$ cat config.mk
export PLATFORM = sky130hd
export DESIGN_NAME = dpram_arbiter_flat
export DESIGN_NICKNAME = d
export VERILOG_FILES = /design/src/rtl/dpram_arb_pkg.sv /design/src/rtl/dpram_arbiter_if.sv /design/src/rtl/dpram_arbiter_rr_pick.sv /design/src/rtl/dpram_arbiter.sv /design/src/flat_wrapper.sv
export SDC_FILE = /design/constraint.sdc
export NUM_CORES = 1
export LEC_CHECK = 0
export CORE_MARGIN = 8
export CORE_UTILIZATION = 37
export CTS_BUF_LIST = sky130_fd_sc_hd__clkbuf_4 sky130_fd_sc_hd__clkbuf_8
export CTS_CLUSTER_SIZE = 16
export DETAILED_ROUTE_END_ITERATION = 8
export HOLD_SLACK_MARGIN = 0.08
export PLACE_DENSITY = 0.79
export SETUP_SLACK_MARGIN = 0.3
export SLEW_MARGIN = 20
export SYNTH_ARGS = -nofsm -noshare
export SYNTH_HDL_FRONTEND = slang
export SYNTH_SLANG_ARGS = --single-unit
$ cat constraint.sdc
create_clock -name clk -period 7.6 [get_ports clk]
set_input_delay 1.52 -clock clk [delete_from_list [all_inputs] [get_ports clk]]
set_output_delay 1.52 -clock clk [all_outputs]
set_load 0.02 [all_outputs]
$ cat src/rtl/dpram_arb_pkg.sv
// Shared types and constants for the dual-port RAM round-robin arbiter.
// Latency: n/a (declarations only).
// Backpressure: n/a.
package dpram_arb_pkg;

    localparam int NREQ_MAX = 8;
    localparam int AW_DEF   = 4;
    localparam int DW_DEF   = 8;
    localparam int IDX_W    = $clog2(NREQ_MAX);

    typedef enum logic {
        PORT_A = 1'b0,
        PORT_B = 1'b1
    } port_sel_t;

    typedef struct packed {
        logic             valid;
        logic [IDX_W-1:0] idx;
    } rsp_pend_t;

    // Increment with wrap at n; used for both the rotating pointer and the port B scan start.
    function automatic int unsigned wrap_inc(input int unsigned v, input int unsigned n);
        return (v + 1 >= n) ? 0 : v + 1;
    endfunction

endpackage

$ cat src/rtl/dpram_arbiter_if.sv
// Requester, response and RAM-port bundle between the requesters, the arbiter and the RAM.
// Latency: n/a (wiring only).
// Backpressure: req_ready is the per-requester grant; responses cannot be stalled.
interface dpram_arbiter_if #(
    parameter int NREQ = 4,
    parameter int AW   = 4,
    parameter int DW   = 8
);
    logic [NREQ-1:0]    req_valid;
    logic [NREQ-1:0]    req_we;
    logic [NREQ*AW-1:0] req_addr;
    logic [NREQ*DW-1:0] req_wdata;
    logic [NREQ-1:0]    req_ready;

    logic [NREQ-1:0]    rsp_valid;
    logic [NREQ*DW-1:0] rsp_rdata;

    logic               ram_we_a;
    logic               ram_we_b;
    logic [AW-1:0]      ram_addr_a;
    logic [AW-1:0]      ram_addr_b;
    logic [DW-1:0]      ram_din_a;
    logic [DW-1:0]      ram_din_b;
    logic [DW-1:0]      ram_dout_a;
    logic [DW-1:0]      ram_dout_b;

    // Environment side: requesters plus the RAM's read data.
    modport master (
        output req_valid, req_we, req_addr, req_wdata, ram_dout_a, ram_dout_b,
        input  req_ready, rsp_valid, rsp_rdata,
        input  ram_we_a, ram_we_b, ram_addr_a, ram_addr_b, ram_din_a, ram_din_b
    );

    // Arbiter side.
    modport slave (
        input  req_valid, req_we, req_addr, req_wdata, ram_dout_a, ram_dout_b,
        output req_ready, rsp_valid, rsp_rdata,
        output ram_we_a, ram_we_b, ram_addr_a, ram_addr_b, ram_din_a, ram_din_b
    );

endinterface

$ cat src/rtl/dpram_arbiter_rr_pick.sv
// rr_pick: find-first-set over req starting at index start, wrapping past N-1 to 0.
// Latency: combinational.
// Backpressure: none.
module rr_pick #(
    parameter int N  = 4,
    parameter int IW = $clog2(N)
) (
    input  logic [N-1:0]  req,
    input  logic [IW-1:0] start,
    output logic          found,
    output logic [IW-1:0] idx
);

    logic [IW-1:0] cand;

    always_comb begin
        found = 1'b0;
        idx   = '0;
        cand  = '0;
        for (int k = 0; k < N; k++) begin
            cand = IW'((int'(start) + k) % N);
            if (!found && req[cand]) begin
                found = 1'b1;
                idx   = cand;
            end
        end
    end

endmodule

$ cat src/rtl/dpram_arbiter.sv
// Round-robin arbiter granting up to two requesters per cycle onto the A/B ports of a dual-port RAM.
// Latency: grant is combinational (0 cycles); read data returns on rsp_valid exactly 1 cycle after grant.
// Backpressure: req_ready is the grant; responses are unconditional. DPRAM_ARB_STATS_EN adds grant counters.
module dpram_arbiter
    import dpram_arb_pkg::*;
#(
    parameter int NREQ = 4,
    parameter int AW   = AW_DEF,
    parameter int DW   = DW_DEF
) (
    input  logic           clk,
    input  logic           reset_n,
    dpram_arbiter_if.slave bus
`ifdef DPRAM_ARB_STATS_EN
    ,
    input  logic [2:0]     stat_sel,
    output logic [15:0]    stat_count
`endif
);

    localparam int IW = $clog2(NREQ);

    logic            a_found;
    logic            b_found;
    logic [IW-1:0]   a_idx;
    logic [IW-1:0]   b_idx;
    logic [IW-1:0]   b_start;
    logic [NREQ-1:0] b_req;

    logic            a_we;
    logic            b_we;
    logic [AW-1:0]   a_addr;
    logic [AW-1:0]   b_addr;
    logic [DW-1:0]   a_wdata;
    logic [DW-1:0]   b_wdata;

    logic            conflict;
    logic            a_gnt;
    logic            b_gnt;
    logic [NREQ-1:0] ready;

    logic [IW-1:0]   rr_ptr_q;
    logic [IW-1:0]   rr_ptr_d;
    rsp_pend_t       pend_a_q;
    rsp_pend_t       pend_a_d;
    rsp_pend_t       pend_b_q;
    rsp_pend_t       pend_b_d;

    logic [NREQ-1:0]    rsp_valid;
    logic [NREQ*DW-1:0] rsp_rdata;
    logic               hit_a;
    logic               hit_b;
    port_sel_t          src;

    rr_pick #(.N(NREQ), .IW(IW)) u_pick_a (
        .req   (bus.req_valid),
        .start (rr_ptr_q),
        .found (a_found),
        .idx   (a_idx)
    );

    // Port B continues the same scan just past the port A winner.
    always_comb begin
        b_start        = IW'(wrap_inc(32'(a_idx), NREQ));
        b_req          = bus.req_valid;
        b_req[a_idx]   = 1'b0;
    end

    rr_pick #(.N(NREQ), .IW(IW)) u_pick_b (
        .req   (b_req),
        .start (b_start),
        .found (b_found),
        .idx   (b_idx)
    );

    always_comb begin
        a_we     = bus.req_we[a_idx];
        b_we     = bus.req_we[b_idx];
        a_addr   = bus.req_addr[int'(a_idx)*AW +: AW];
        b_addr   = bus.req_addr[int'(b_idx)*AW +: AW];
        a_wdata  = bus.req_wdata[int'(a_idx)*DW +: DW];
        b_wdata  = bus.req_wdata[int'(b_idx)*DW +: DW];

        // Same-address pairs involving a write would race inside the RAM; B yields.
        conflict = (a_addr == b_addr) && (a_we || b_we);
        a_gnt    = reset_n && a_found;
        b_gnt    = reset_n && a_found && b_found && !conflict;

        ready = '0;
        if (a_gnt) ready[a_idx] = 1'b1;
        if (b_gnt) ready[b_idx] = 1'b1;
    end

    assign bus.req_ready  = ready;
    assign bus.ram_we_a   = a_gnt & a_we;
    assign bus.ram_we_b   = b_gnt & b_we;
    assign bus.ram_addr_a = a_gnt ? a_addr  : '0;
    assign bus.ram_addr_b = b_gnt ? b_addr  : '0;
    assign bus.ram_din_a  = a_gnt ? a_wdata : '0;
    assign bus.ram_din_b  = b_gnt ? b_wdata : '0;

    always_comb begin
        rr_ptr_d = rr_ptr_q;
        if (b_gnt) begin
            rr_ptr_d = IW'(wrap_inc(32'(b_idx), NREQ));
        end else if (a_gnt) begin
            rr_ptr_d = IW'(wrap_inc(32'(a_idx), NREQ));
        end

        pend_a_d.valid = a_gnt && !a_we;
        pend_a_d.idx   = IDX_W'(a_idx);
        pend_b_d.valid = b_gnt && !b_we;
        pend_b_d.idx   = IDX_W'(b_idx);
    end

    always_ff @(posedge clk or negedge reset_n) begin
        if (!reset_n) begin
            rr_ptr_q <= '0;
            pend_a_q <= '0;
            pend_b_q <= '0;
        end else begin
            rr_ptr_q <= rr_ptr_d;
            pend_a_q <= pend_a_d;
            pend_b_q <= pend_b_d;
        end
    end

    // The RAM's registered dout lines up with the pending record captured at the grant edge.
    always_comb begin
        rsp_valid = '0;
        rsp_rdata = '0;
        hit_a     = 1'b0;
        hit_b     = 1'b0;
        src       = PORT_A;
        for (int i = 0; i < NREQ; i++) begin
            hit_a = pend_a_q.valid && (pend_a_q.idx == IDX_W'(i));
            hit_b = pend_b_q.valid && (pend_b_q.idx == IDX_W'(i));
            if (hit_a || hit_b) begin
                src                   = hit_a ? PORT_A : PORT_B;
                rsp_valid[i]          = 1'b1;
                rsp_rdata[i*DW +: DW] = (src == PORT_A) ? bus.ram_dout_a : bus.ram_dout_b;
            end
        end
    end

    assign bus.rsp_valid = rsp_valid;
    assign bus.rsp_rdata = rsp_rdata;

`ifdef DPRAM_ARB_STATS_EN
    logic [15:0] cnt_q [NREQ];
    logic [15:0] cnt_d [NREQ];

    always_comb begin
        for (int i = 0; i < NREQ; i++) begin
            cnt_d[i] = cnt_q[i];
            if (bus.req_valid[i] && ready[i] && (cnt_q[i] != 16'hFFFF)) begin
                cnt_d[i] = cnt_q[i] + 16'd1;
            end
        end
    end

    always_ff @(posedge clk or negedge reset_n) begin
        if (!reset_n) begin
            for (int i = 0; i < NREQ; i++) cnt_q[i] <= '0;
        end else begin
            for (int i = 0; i < NREQ; i++) cnt_q[i] <= cnt_d[i];
        end
    end

    always_comb begin
        stat_count = '0;
        for (int i = 0; i < NREQ; i++) begin
            if (stat_sel == 3'(i)) stat_count = cnt_q[i];
        end
    end
`endif

endmodule

$ cat src/flat_wrapper.sv
// flat-port wrapper written by rule: the top's interface ports become plain ports
module dpram_arbiter_flat import dpram_arb_pkg::*;
#(
    parameter int NREQ = 4,
    parameter int AW   = AW_DEF,
    parameter int DW   = DW_DEF
)
  (clk, reset_n, bus_req_valid, bus_req_we, bus_req_addr, bus_req_wdata, bus_ram_dout_a, bus_ram_dout_b, bus_req_ready, bus_rsp_valid, bus_rsp_rdata, bus_ram_we_a, bus_ram_we_b, bus_ram_addr_a, bus_ram_addr_b, bus_ram_din_a, bus_ram_din_b);
  dpram_arbiter_if #(.NREQ(NREQ), .AW(AW), .DW(DW)) bus_i ();
  input  logic clk;
  input  logic reset_n;
  input wire logic [$bits(bus_i.req_valid)-1:0] bus_req_valid;
  input wire logic [$bits(bus_i.req_we)-1:0] bus_req_we;
  input wire logic [$bits(bus_i.req_addr)-1:0] bus_req_addr;
  input wire logic [$bits(bus_i.req_wdata)-1:0] bus_req_wdata;
  input wire logic [$bits(bus_i.ram_dout_a)-1:0] bus_ram_dout_a;
  input wire logic [$bits(bus_i.ram_dout_b)-1:0] bus_ram_dout_b;
  output wire logic [$bits(bus_i.req_ready)-1:0] bus_req_ready;
  output wire logic [$bits(bus_i.rsp_valid)-1:0] bus_rsp_valid;
  output wire logic [$bits(bus_i.rsp_rdata)-1:0] bus_rsp_rdata;
  output wire logic [$bits(bus_i.ram_we_a)-1:0] bus_ram_we_a;
  output wire logic [$bits(bus_i.ram_we_b)-1:0] bus_ram_we_b;
  output wire logic [$bits(bus_i.ram_addr_a)-1:0] bus_ram_addr_a;
  output wire logic [$bits(bus_i.ram_addr_b)-1:0] bus_ram_addr_b;
  output wire logic [$bits(bus_i.ram_din_a)-1:0] bus_ram_din_a;
  output wire logic [$bits(bus_i.ram_din_b)-1:0] bus_ram_din_b;
  assign bus_i.req_valid = bus_req_valid;
  assign bus_i.req_we = bus_req_we;
  assign bus_i.req_addr = bus_req_addr;
  assign bus_i.req_wdata = bus_req_wdata;
  assign bus_i.ram_dout_a = bus_ram_dout_a;
  assign bus_i.ram_dout_b = bus_ram_dout_b;
  assign bus_req_ready = bus_i.req_ready;
  assign bus_rsp_valid = bus_i.rsp_valid;
  assign bus_rsp_rdata = bus_i.rsp_rdata;
  assign bus_ram_we_a = bus_i.ram_we_a;
  assign bus_ram_we_b = bus_i.ram_we_b;
  assign bus_ram_addr_a = bus_i.ram_addr_a;
  assign bus_ram_addr_b = bus_i.ram_addr_b;
  assign bus_ram_din_a = bus_i.ram_din_a;
  assign bus_ram_din_b = bus_i.ram_din_b;
  dpram_arbiter #(.NREQ(NREQ), .AW(AW), .DW(DW)) u_core (.clk(clk), .reset_n(reset_n), .bus(bus_i));
endmodule
Word-level counts from Yosys, hierarchy flattened:

Index checks and enable logic that the tools add are counted.

* register bits after elaboration: 8
* latch bits: 0
* RAM bits: 0
* bits in read-only memories: 0
* input bits: 74
* output and inout bits: 66
* logic and storage cells: 144
* memories kept: 0

* add/sub/neg operators: 8
* multiply operators: 0
* div/mod/pow operators: 0
* $lt $le $gt $ge: 14
* eq/ne operators: 7
* shifts and indexed selects: 4
* muxes and demuxes: 62
* bitwise gates (word level): 5
* reductions and logical operators: 39

Operators with widths (number)
* $mux 8: 10
* $shiftx 32x6->8: 2
* $shiftx 16x5->4: 2
* $lt 2x3->1 const B: 10
* $mux 1: 24
* $mux 2: 12
* $logic_and 1x1->1: 22
* $bmux 1 s2: 10
* $mux 4: 4
* $logic_not 1->1: 9
* $add 2x2->2 const B: 4
* $eq 2x2->1 const B: 4
* $add 2x1->3 const B: 2
* $ge 3x3->1 const B: 2
* $logic_not 3->1: 2
* $logic_or 1x1->1: 5
* $add 2x1->2 const B: 2
* $and 4x4->4: 1
* $demux 1 s2: 2
* $eq 2x1->1 const B: 2
* $eq 4x4->1: 1
* $ge 2x1->1 const B: 2
* $not 4->4: 1
* $or 4x4->4: 1
* 2 further kinds: 3

Longest topological paths before layout:

* word-level depth: 37
* gate-level depth with buffers: 23

Cells and area by module:

From an unflattened synthesis, not the netlist that was laid out.

* cell total of the unflattened synthesis: 256
* area, all modules: 2050.7 um^2

By module, submodules not included
* dpram_arbiter: times used 1, cells each 226, area an instance 1895.6 um^2, seq. area each 200.2 um^2
* rr_pick: times used 2, cells each 15, area an instance 77.6 um^2, seq. area each 0.0 um^2

Worst setup path before layout:

OpenSTA, ideal clock, no wires.

* path type: in2out
* start point: input port bus_req_valid[2]
* end point: output port bus_ram_addr_b[1]
* arrival time: 6360 ps
* required time: 6080 ps
* path slack: -280 ps
* stages: 19
* path buffers: 3
* cells stage by stage: nor2b_2 -> nor4_2 -> nor2_1 -> inv_1 -> clkbuf_1 -> clkbuf_1 -> ha_1 -> buf_1 -> nor2b_1 -> nand4_1 -> o211ai_2 -> or4_4 -> o21ai_4 -> mux2i_1 -> xnor2_1 -> a22oi_1 -> a21oi_1 -> a211oi_4 -> nor3b_1

* word-level cells in the longest chain between the ends: 37

Ends and longest elaborated chain
* from (decl): line flat_wrapper.sv:12 `input wire logic [$bits(bus_i.req_valid)-1:0] bus_req_valid;`
* $bmux 1 s2: line dpram_arbiter_rr_pick.sv:22 `if (!found && req[cand]) begin`
* $mux 1 (not written as such): line dpram_arbiter_rr_pick.sv:22
* $mux 1: line dpram_arbiter_rr_pick.sv:22
* $logic_not 1->1: line dpram_arbiter_rr_pick.sv:22
* $logic_and 1x1->1: line dpram_arbiter_rr_pick.sv:22
* $mux 1: line dpram_arbiter_rr_pick.sv:22
* $logic_not 1->1: line dpram_arbiter_rr_pick.sv:22
* $logic_and 1x1->1: line dpram_arbiter_rr_pick.sv:22
* $mux 1: line dpram_arbiter_rr_pick.sv:22
* $logic_not 1->1: line dpram_arbiter_rr_pick.sv:22
* $logic_and 1x1->1: line dpram_arbiter_rr_pick.sv:22
* $mux 2 (*): line dpram_arbiter_rr_pick.sv:22
* named net u_core.a_idx[0]: line dpram_arbiter.sv:25 `logic [IW-1:0] a_idx;`
* parallel branches: the longest is 24 deep, another holds $add 2x1->3
* $mux 4 (*): line dpram_arbiter.sv:98 `assign bus.ram_addr_b = b_gnt ? b_addr : '0;`
* to (decl): line flat_wrapper.sv:24 `output wire logic [$bits(bus_i.ram_addr_b)-1:0] bus_ram_addr_b;`

Mark *: on every way through the listed nets, which the timed path passes. The select of a mux whose other input is x is not followed.

Final worst setup path:

* start point: input port bus_req_valid[1]
* end point: output port bus_req_ready[3]

* word-level cells in the longest chain between the ends: 37

Ends and longest elaborated chain
* parallel branches: the longest is 36 deep, another holds $bmux 1 s2
* $mux 4 (*): line dpram_arbiter.sv:91 `if (b_gnt) ready[b_idx] = 1'b1;`
* to (decl): line flat_wrapper.sv:18 `output wire logic [$bits(bus_i.req_ready)-1:0] bus_req_ready;`

Mark *: on every way between the ends. The select of a mux whose other input is x is not followed.

==> impl_metrics.env <==
export IMPL_antenna_found_initial=0
export IMPL_netlist_area_mm2=0.00265
export IMPL_grt_max_degree=19
export IMPL_grt_setup_unrepaired="false"
export IMPL_core_area_mm2=0.00710
export IMPL_synthArstFlopShare_pct=100
export IMPL_dp_hpwl_mm=9.91
export IMPL_reg2reg_to="u_core.rr_ptr_q[0]$_DFFE_PN0P_"
export IMPL_outcome="complete, no violations"
export IMPL_cts_buffers=3
export IMPL_gp_congestion=0.897
export IMPL_grt_pass1_wl_mm=19.9
export IMPL_holdPathEnd="u_core.rr_ptr_q[0]$_DFFE_PN0P_"
export IMPL_arrival_ns=5.70
export IMPL_maxSlewViolCount=0
export IMPL_die_width_um=101
export IMPL_hold_class="flop to flop"
export IMPL_ys_seq_elements=8
export IMPL_root_buffer="clkbuf_8"
export IMPL_clk_pin_slew_ns=0.04
export IMPL_syn_inst=396
export IMPL_finalClockSkew_ns=0.00418
export IMPL_cellPowerDensity_mw_per_mm2=515
export IMPL_wl_per_cell_um=18.1
export IMPL_area_growth_pct=93.4
export IMPL_critPathMaxFanout=5
export IMPL_clock_latency_ns=0.22
export IMPL_synth_cell_types=68
export IMPL_io_buffer_count=139
export IMPL_fin_util_pct=72.1
export IMPL_drt_wl_total_mm=12.9
export IMPL_dr_pass1_iters=5
export IMPL_slew_headroom_pct=40.2
export IMPL_fillCellCount=570
export IMPL_fin_crit_ns=7.22
export IMPL_avgSynthCellArea_um2=6.68
export IMPL_crit_type="input port to output pin"
export IMPL_initial_utilization_pct=37.3
export IMPL_drive_above_1_share_pct=31.8
export IMPL_die_area_mm2=0.0101
export IMPL_setup_viol=0
export IMPL_vdd_ir_drop_max_mv=0.396
export IMPL_yosysSeqAreaShare_pct=7.57
export IMPL_grt_pass1_vias=4043
export IMPL_rrSetupSlack_ns=3.17
export IMPL_synth_nets=478
export IMPL_fin_crit_sh_pct=95.0
export IMPL_overflow=0
export IMPL_clk_path_buf_depth=2
export IMPL_rr_worst_depth=18
export IMPL_hp_start="u_core.rr_ptr_q[0]$_DFFE_PN0P_"
export IMPL_first_iter_violations=199
export IMPL_via_per_inst=5.63
export IMPL_cts_sinks=8
export IMPL_p_leak_nw=2.18
export IMPL_drc_errors=0
export IMPL_required_ns=6.08
export IMPL_worstSetupEndpointType="output pin"
export IMPL_ctsHoldBuffers=0
export IMPL_r2r_start="u_core.rr_ptr_q[1]$_DFFE_PN0P_"
export IMPL_grt_use_total_pct=23.8
export IMPL_hold_violations=0
export IMPL_nets=697
export IMPL_tightest_slew_ns=0.893
export IMPL_hold_depth=1
export IMPL_hold_slack_ns=0.685
export IMPL_synth_edf_count=0
export IMPL_yosysWarnings=0
export IMPL_drt_antenna_violating_nets=0
export IMPL_max_freq_mhz=139
export IMPL_cp_start_kind="input port"
export IMPL_dp_cells=690
export IMPL_die_h_um=101
export IMPL_row_count=31
export IMPL_finalNonFillerCells=712
export IMPL_io_pins=140
export IMPL_antennaDiodeCount=0
export IMPL_cts_tree="yes"
export IMPL_synth_main_ff_cell="dfrtp_1"
export IMPL_cts_max_level=1
export IMPL_routed_via_count=4008
export IMPL_maxCapViolations=0
-- per-layer routing --
metal | track usage, % | vias to the layer above | share of wire, %
li1 | - | 1879 | -
met1 | 26.7 | 1876 | 38
met2 | 43.4 | 222 | 50
met3 | 5.39 | 31 | 9.7
met4 | 6.98 | 0 | 2.3
met5 | 0 | - | 0
-- worst max path at each step --
stage,slack [ns],from,to
2_1_floorplan,0.31,bus_req_valid[0],bus_ram_addr_b[2]
3_3_place_gp,-0.25,bus_req_valid[0],bus_req_ready[0]
3_5_place_dp,-0.41,bus_req_valid[0],bus_req_ready[3]
4_1_cts,0.36,bus_req_valid[2],bus_req_ready[3]
5_1_grt,0.25,bus_req_valid[0],bus_ram_addr_b[3]
6_report,0.38,bus_req_valid[1],bus_req_ready[3]
-- synth_stat cells, types with 8 or more instances --
| cell | n | area, um^2 |
|---|---|---|
| nand2_1 | 105 | 394 |
| ha_1 | 8 | 100 |
| mux4_2 | 8 | 180 |
| and3_1 | 11 | 68.8 |
| and2_1 | 12 | 75.1 |
| mux2i_1 | 21 | 210 |
| o21ai_0 | 9 | 45.0 |
| nand3_1 | 18 | 90.1 |
| nor2_1 | 29 | 109 |
| clkbuf_1 | 13 | 48.8 |
| a311oi_1 | 8 | 70.1 |
| a21oi_1 | 33 | 165 |
| inv_1 | 11 | 41.3 |
| dfrtp_1 | 8 | 200 |
| nor2b_1 | 9 | 56.3 |
-- logic make-up after synthesis --
family                   share of synthesized area (%)
AND/OR/NAND/NOR                                   40.1
AO/OA/AOI/OAI                                     26.0
buffers and inverters                             5.49
multiplexers                                      16.1
adder cells (fa/ha/maj)                           3.78
flip-flops                                        7.57
XOR/XNOR                                         0.994
-- worst max-delay path: stages --
cell and delay (ns):
dlygate4sd2_1 0.30, nor2b_4 0.06, a21boi_2 0.16, o32a_4 0.42, ha_4 0.28, buf_4 0.15
a211oi_4 0.23, mux2i_4 0.12, or4_4 0.51, o21ai_4 0.10, buf_6 0.16, mux2i_2 0.25
a22o_1 0.21, nor3_1 0.06, buf_4 0.17, nor4_4 0.33, a211oi_4 0.14, buf_6 0.15
a22o_1 0.22, buf_6 0.14
-- metrics by stage --
step	TNS, ns	worst slack [ns]	total power [mW]	area (um^2)
4_1_cts	0	0.359	2.41	4880
2_1_floorplan	0	0.311	1.37	2730
5_1_grt	0	0.249	2.79	5110
3_3_place_gp	-3.79	-0.247	2.24	4740
6_report	0	0.381	2.63	5110
3_5_place_dp	-6.52	-0.405	2.28	4740
-- area by class of cell --
type | instances | area, um^2 | share of cell area (%)
Multi-Input combinational cell | 353 | 2630 | 51.3
Timing Repair Buffer | 237 | 2080 | 40.6
Sequential cell | 8 | 200 | 3.91
Tap cell | 99 | 124 | 2.42
Inverter | 12 | 47.5 | 0.930
Clock buffer | 3 | 41.3 | 0.807
-- sequential cells by signal, summed over array words and instances, names as in the netlist --
signal	cells
u_core.pend_a_q	3
u_core.pend_b_q	3
u_core.rr_ptr_q	2
-- report_power, final --
part	total [mW]	switching (mW)	internal [mW]
combinational	2.49	1.27	1.22
sequential	0.0908	0.0272	0.0635
clock	0.0485	0.0144	0.0341
-- cells in the final DEF (no fill, tap or decap), types with 4 or more instances in the layout --
master           count
mux2i_1             16
nand2_1            105
ha_1                 4
buf_6                9
nor2_1              27
and3_1              11
nor2b_2              4
a21oi_1             31
o21ai_0              8
a22o_1               7
mux2i_4              4
inv_1                9
nor2b_1              4
nand3_1             15
mux4_2               8
and2_2               9
buf_2               14
dfrtp_1              8
a311oi_1             8
buf_4               92
a31oi_1              7
clkdlybuf4s50_1    118
-- what timing repair did --
action | CTS | global route
gates resized for setup | 103 | 35
cloned | 1 | 0
pin swaps | 12 | 19
buffers inserted | 8 | 10
setup endpoints to repair | 17 | 17
Power figures use the tool's default switching activity.
